==> config.mk <==
export PLATFORM = sky130hd
export DESIGN_NAME = if_fetch_ctrl
export DESIGN_NICKNAME = d
export VERILOG_FILES = /design/src/rtl/if_fetch_ctrl.sv
export SDC_FILE = /design/constraint.sdc
export NUM_CORES = 1
export LEC_CHECK = 0
export CAP_MARGIN = 20
export CORE_UTILIZATION = 45
export CTS_CLUSTER_SIZE = 30
export DETAILED_ROUTE_END_ITERATION = 8
export PLACE_DENSITY = 0.79
export SLEW_MARGIN = 20
export SYNTH_ARGS = -nofsm -noshare
export SYNTH_HDL_FRONTEND = slang
export SYNTH_SLANG_ARGS = --single-unit
==> constraint.sdc <==
create_clock -name clk -period 2.82 [get_ports clk]
set_input_delay 0.564 -clock clk [delete_from_list [all_inputs] [get_ports clk]]
set_output_delay 0.564 -clock clk [all_outputs]
set_load 0.02 [all_outputs]
==> src/rtl/if_fetch_ctrl.sv <==
// if_fetch_ctrl: multi-word instruction fetch controller with PC load, wrap and back-to-back fetch.
// Optional memory-wait timeout enabled by defining IF_TIMEOUT_EN.
module if_fetch_ctrl #(
    parameter int ADDR_W          = 16,
    parameter int WORD_W          = 16,
    parameter int WORDS_PER_INSTR = 2,
    parameter int TIMEOUT_CYC     = 15
) (
    input  logic                              clk,
    input  logic                              reset,
    input  logic                              start,
    input  logic                              done,
    input  logic                              mfc,
    input  logic                              pc_load,
    input  logic [ADDR_W-1:0]                 pc_load_val,
    input  logic [WORD_W-1:0]                 mem_rdata,
    output logic [ADDR_W-1:0]                 mem_addr,
    output logic                              mem_en,
    output logic                              mem_rd,
    output logic [WORDS_PER_INSTR*WORD_W-1:0] ir,
    output logic                              ir_valid,
    output logic                              busy,
    output logic [ADDR_W-1:0]                 pc,
    output logic                              fault
);
    localparam int BW = $clog2(WORDS_PER_INSTR) + 1;
    typedef enum logic [2:0] {IDLE, ADDR, WAIT, HOLD, FAULT} state_t;
    state_t state;
    logic [BW-1:0] beat;
    logic last;
    logic [ADDR_W-1:0] next_pc;
    assign last = beat == BW'(WORDS_PER_INSTR - 1);
    assign next_pc = pc_load ? pc_load_val : pc;
    assign mem_rd = mem_en;
`ifdef IF_TIMEOUT_EN
    localparam int CW = $clog2(TIMEOUT_CYC + 1);
    logic [CW-1:0] wcnt;
    logic [ADDR_W-1:0] base_pc;
`else
    assign fault = 1'b0;
`endif
    always_ff @(posedge clk) begin
        if (reset) begin
            state    <= IDLE;
            pc       <= '0;
            ir       <= '0;
            beat     <= '0;
            mem_addr <= '0;
            mem_en   <= 1'b0;
            ir_valid <= 1'b0;
            busy     <= 1'b0;
`ifdef IF_TIMEOUT_EN
            fault    <= 1'b0;
            wcnt     <= '0;
            base_pc  <= '0;
`endif
        end else begin
            case (state)
                IDLE: begin
                    pc <= next_pc;
                    if (start) begin
                        state <= ADDR;
                        busy  <= 1'b1;
                        beat  <= '0;
`ifdef IF_TIMEOUT_EN
                        base_pc <= next_pc;
`endif
                    end
                end
                ADDR: begin
                    mem_addr <= pc;
                    mem_en   <= 1'b1;
                    state    <= WAIT;
`ifdef IF_TIMEOUT_EN
                    wcnt     <= '0;
`endif
                end
                WAIT: if (mfc) begin
                    ir[int'(beat)*WORD_W +: WORD_W] <= mem_rdata;
                    pc     <= pc + ADDR_W'(1);
                    mem_en <= 1'b0;
                    if (last) begin
                        state    <= HOLD;
                        ir_valid <= 1'b1;
                    end else begin
                        beat  <= beat + BW'(1);
                        state <= ADDR;
                    end
                end
`ifdef IF_TIMEOUT_EN
                // Timeout restarts the whole instruction, so rewind pc to its first word.
                else if (wcnt == CW'(TIMEOUT_CYC - 1)) begin
                    state  <= FAULT;
                    mem_en <= 1'b0;
                    fault  <= 1'b1;
                    pc     <= base_pc;
                end else begin
                    wcnt <= wcnt + CW'(1);
                end
`endif
                HOLD: if (done) begin
                    ir_valid <= 1'b0;
                    pc       <= next_pc;
                    beat     <= '0;
                    if (start) begin
                        state <= ADDR;
`ifdef IF_TIMEOUT_EN
                        base_pc <= next_pc;
`endif
                    end else begin
                        state <= IDLE;
                        busy  <= 1'b0;
                    end
                end
                FAULT: if (done) begin
                    state <= IDLE;
                    busy  <= 1'b0;
`ifdef IF_TIMEOUT_EN
                    fault <= 1'b0;
`endif
                end
                default: state <= IDLE;
            endcase
        end
    end
endmodule

==> impl_metrics.env <==
export IMPL_leakage_nw=1.54
export IMPL_ys_ff_latch=71
export IMPL_slowest_delay_ns=0.55
export IMPL_post_cts_buffers=0
export IMPL_cts_tree="yes"
export IMPL_holdPathStages=2
export IMPL_final_instance_count_excl_fill=599
export IMPL_ys_seq_area_frac=0.442
export IMPL_powerDensity_mw_per_mm2=561
export IMPL_area_growth_synth_to_final_pct=40.3
export IMPL_irDropWorstVdd_mv=0.303
export IMPL_final_antenna_net_count=0
export IMPL_r2r_cells=5
export IMPL_port_buffers=105
export IMPL_io_pins=107
export IMPL_drv_slew=0
export IMPL_dieArea_mm2=0.00748
export IMPL_rsz0062_at_grt="no"
export IMPL_worstReg2RegStart="state[1]"
export IMPL_status="finished, final reports clean"
export IMPL_layout_nets=541
export IMPL_hp_class="reg -> reg"
export IMPL_overflow=0
export IMPL_numPlacedInstances=583
export IMPL_grt_max_degree=40
export IMPL_dp_hpwl_um=6120
export IMPL_synth_ff_type="dfxtp_1"
export IMPL_critPathCaptureType="flop"
export IMPL_clk_root_buffer_cell="clkbuf_8"
export IMPL_cpMaxStageDelayCell="or3_1"
export IMPL_crit_arrival_ns=2.46
export IMPL_ys_types=46
export IMPL_min_delay_start="ir[10]"
export IMPL_worstSkewPairLatency_ns=0.35
export IMPL_path_class="in -> reg"
export IMPL_syn_avg_cell_area_um2=7.88
export IMPL_post_cts_resized=0
export IMPL_initial_utilization=0.470
export IMPL_grt_pass1_wl_um=14600
export IMPL_slew_headroom=0.492
export IMPL_tightest_slew_ns=0.763
export IMPL_core_mm2=0.00683
export IMPL_rows=30
export IMPL_drt_initial_drc_count=281
export IMPL_timing_rr_end="pc[7]"
export IMPL_nFillCells=576
export IMPL_async_reset_ff_frac=0
export IMPL_drive_gt1_frac=0.0636
export IMPL_synth_edf_count=0
export IMPL_postPlaceCellArea_mm2=0.00428
export IMPL_antenna_found_initial=0
export IMPL_postSynthCellCount=408
export IMPL_fin_setup_tns_ns=0
export IMPL_worst_path_max_fanout=15
export IMPL_synth_warnings=0
export IMPL_cts_htree_levels=3
export IMPL_multi_input_area_mm2=0.00161
export IMPL_regArea_mm2=0.00142
export IMPL_final_util=0.660
export IMPL_wl_per_cell_um=14.6
export IMPL_clock_path_buffers=2
export IMPL_required_ns=3.07
export IMPL_vias=3333
export IMPL_drc_errors=0
export IMPL_total_power_mw=2.53
export IMPL_gp_congestion=0.842
export IMPL_track_usage=0.251
export IMPL_finClkSkew_ns=0.0100
export IMPL_drv_cap=0
export IMPL_n_antenna_cell=0
export IMPL_timing_fmax_mhz=452
export IMPL_path_cells="clkdlybuf4s50_1, nor3b_1, or3_1, o21ai_0, a32o_1"
export IMPL_design_area_mm2=0.00451
export IMPL_min_delay_worst_endpoint="ir[10]"
export IMPL_viasPerCell=5.56
export IMPL_grt_pass1_vias=3066
export IMPL_finalCriticalPeriod_ns=2.21
export IMPL_die_w_um=86.5
export IMPL_min_period_over_period=0.785
export IMPL_cts_hold_buf=0
export IMPL_r2r_slack_ns=0.66
export IMPL_synthesis_nets=451
export IMPL_setup_viol=0
export IMPL_syn_area_mm2=0.00321
export IMPL_start_kind="primary input"
export IMPL_chipHeight_um=86.5
export IMPL_numCtsBuffers=9
export IMPL_cts_clk_slew_worst_paths_ns=0.08
export IMPL_firstDrtPassIters=6
export IMPL_routed_wl_um=8760
export IMPL_clock_sinks=71
export IMPL_finalHoldViolCount=0
==> sequential cells by signal, summed over array words and instances, names as in the netlist <==
name / count
mem_en: 1
state: 2
pc: 16
ir: 32
beat: 2
mem_addr: 16
ir_valid: 1
busy: 1
==> where the power goes <==
part | internal (mW) | switching (mW)
sequential | 1.05 | 0.0710
clock | 0.544 | 0.386
combinational | 0.219 | 0.254
total | 1.82 | 0.711
==> through the flow <==
stage | hold WS (ns) | setup slack, ns
2_1_floorplan | 0.432 | 0.789
3_3_place_gp | 0.438 | 0.361
3_5_place_dp | 0.443 | 0.269
4_1_cts | 0.453 | 0.624
5_1_grt | 0.473 | 0.486
6_report | 0.451 | 0.606
==> metal layers <==
layer | track usage | wire length, um | up-vias
li1 | - | - | 1608
met1 | 0.311 | 3760 | 1556
met2 | 0.412 | 4210 | 143
met3 | 0.0467 | 502 | 26
met4 | 0.139 | 294 | 0
met5 | 0 | 0 | -
==> layout by cell type (no fill, tap or decap), types with 3 or more instances in the layout <==
master / n
a211oi_1: 3
a21oi_1: 63
a31oi_1: 5
and2_1: 9
and3_1: 5
buf_4: 9
clkbuf_8: 11
clkdlybuf4s50_1: 104
dfxtp_1: 71
ha_1: 5
mux2i_1: 3
nand2_1: 85
nand2b_1: 3
nand3_1: 34
nand4_1: 9
nor2_1: 13
nor2b_1: 4
nor3_1: 8
o21ai_0: 14
o31ai_1: 4
==> Yosys cell counts, types with 4 or more instances <==
cell | instances | area share
a21oi_1 | 63 | 0.098
nand3_1 | 34 | 0.053
and2_1 | 9 | 0.018
buf_2 | 12 | 0.019
nand2_1 | 85 | 0.099
nand4_1 | 9 | 0.018
a31oi_1 | 5 | 0.0097
nor2_1 | 13 | 0.015
nor2b_1 | 4 | 0.0078
o21ai_0 | 14 | 0.022
clkbuf_1 | 18 | 0.021
o31ai_1 | 4 | 0.0093
ha_1 | 5 | 0.019
and3_1 | 5 | 0.0097
dfxtp_1 | 71 | 0.44
nor3_1 | 8 | 0.012
==> layout make-up <==
type,count,area share
Clock buffer,11,0.0336
Timing Repair Buffer,114,0.247
Multi-Input combinational cell,299,0.357
Tap cell,96,0.0267
Sequential cell,71,0.315
Inverter,3,0.00250
Clock inverter,5,0.0178
==> worst max-delay path by stage <==
stage,start,end,depth (start not counted)
6_report,pc_load,pc[9],5
5_1_grt,state[1],pc[7],5
4_1_cts,pc_load,pc[9],5
3_5_place_dp,pc_load,pc[9],5
3_3_place_gp,pc_load,pc[9],5
2_1_floorplan,beat[0],ir[10],7
==> kinds of logic after synthesis <==
group,share of synthesized area
AND/OR/NAND/NOR,0.273
AO/OA/AOI/OAI,0.192
flip-flops,0.442
buffers and inverters,0.0584
adder cells (fa/ha/maj),0.0195
multiplexers,0.0129
other,0.00117
==> worst max-delay path, delay by kind of cell <==
family / cells / cell delay (ns)
AO/OA/AOI/OAI: 2 / 0.48
buffers and inverters: 1 / 0.47
AND/OR/NAND/NOR: 2 / 0.94
Note: power is estimated with default switching activity, not from simulation.
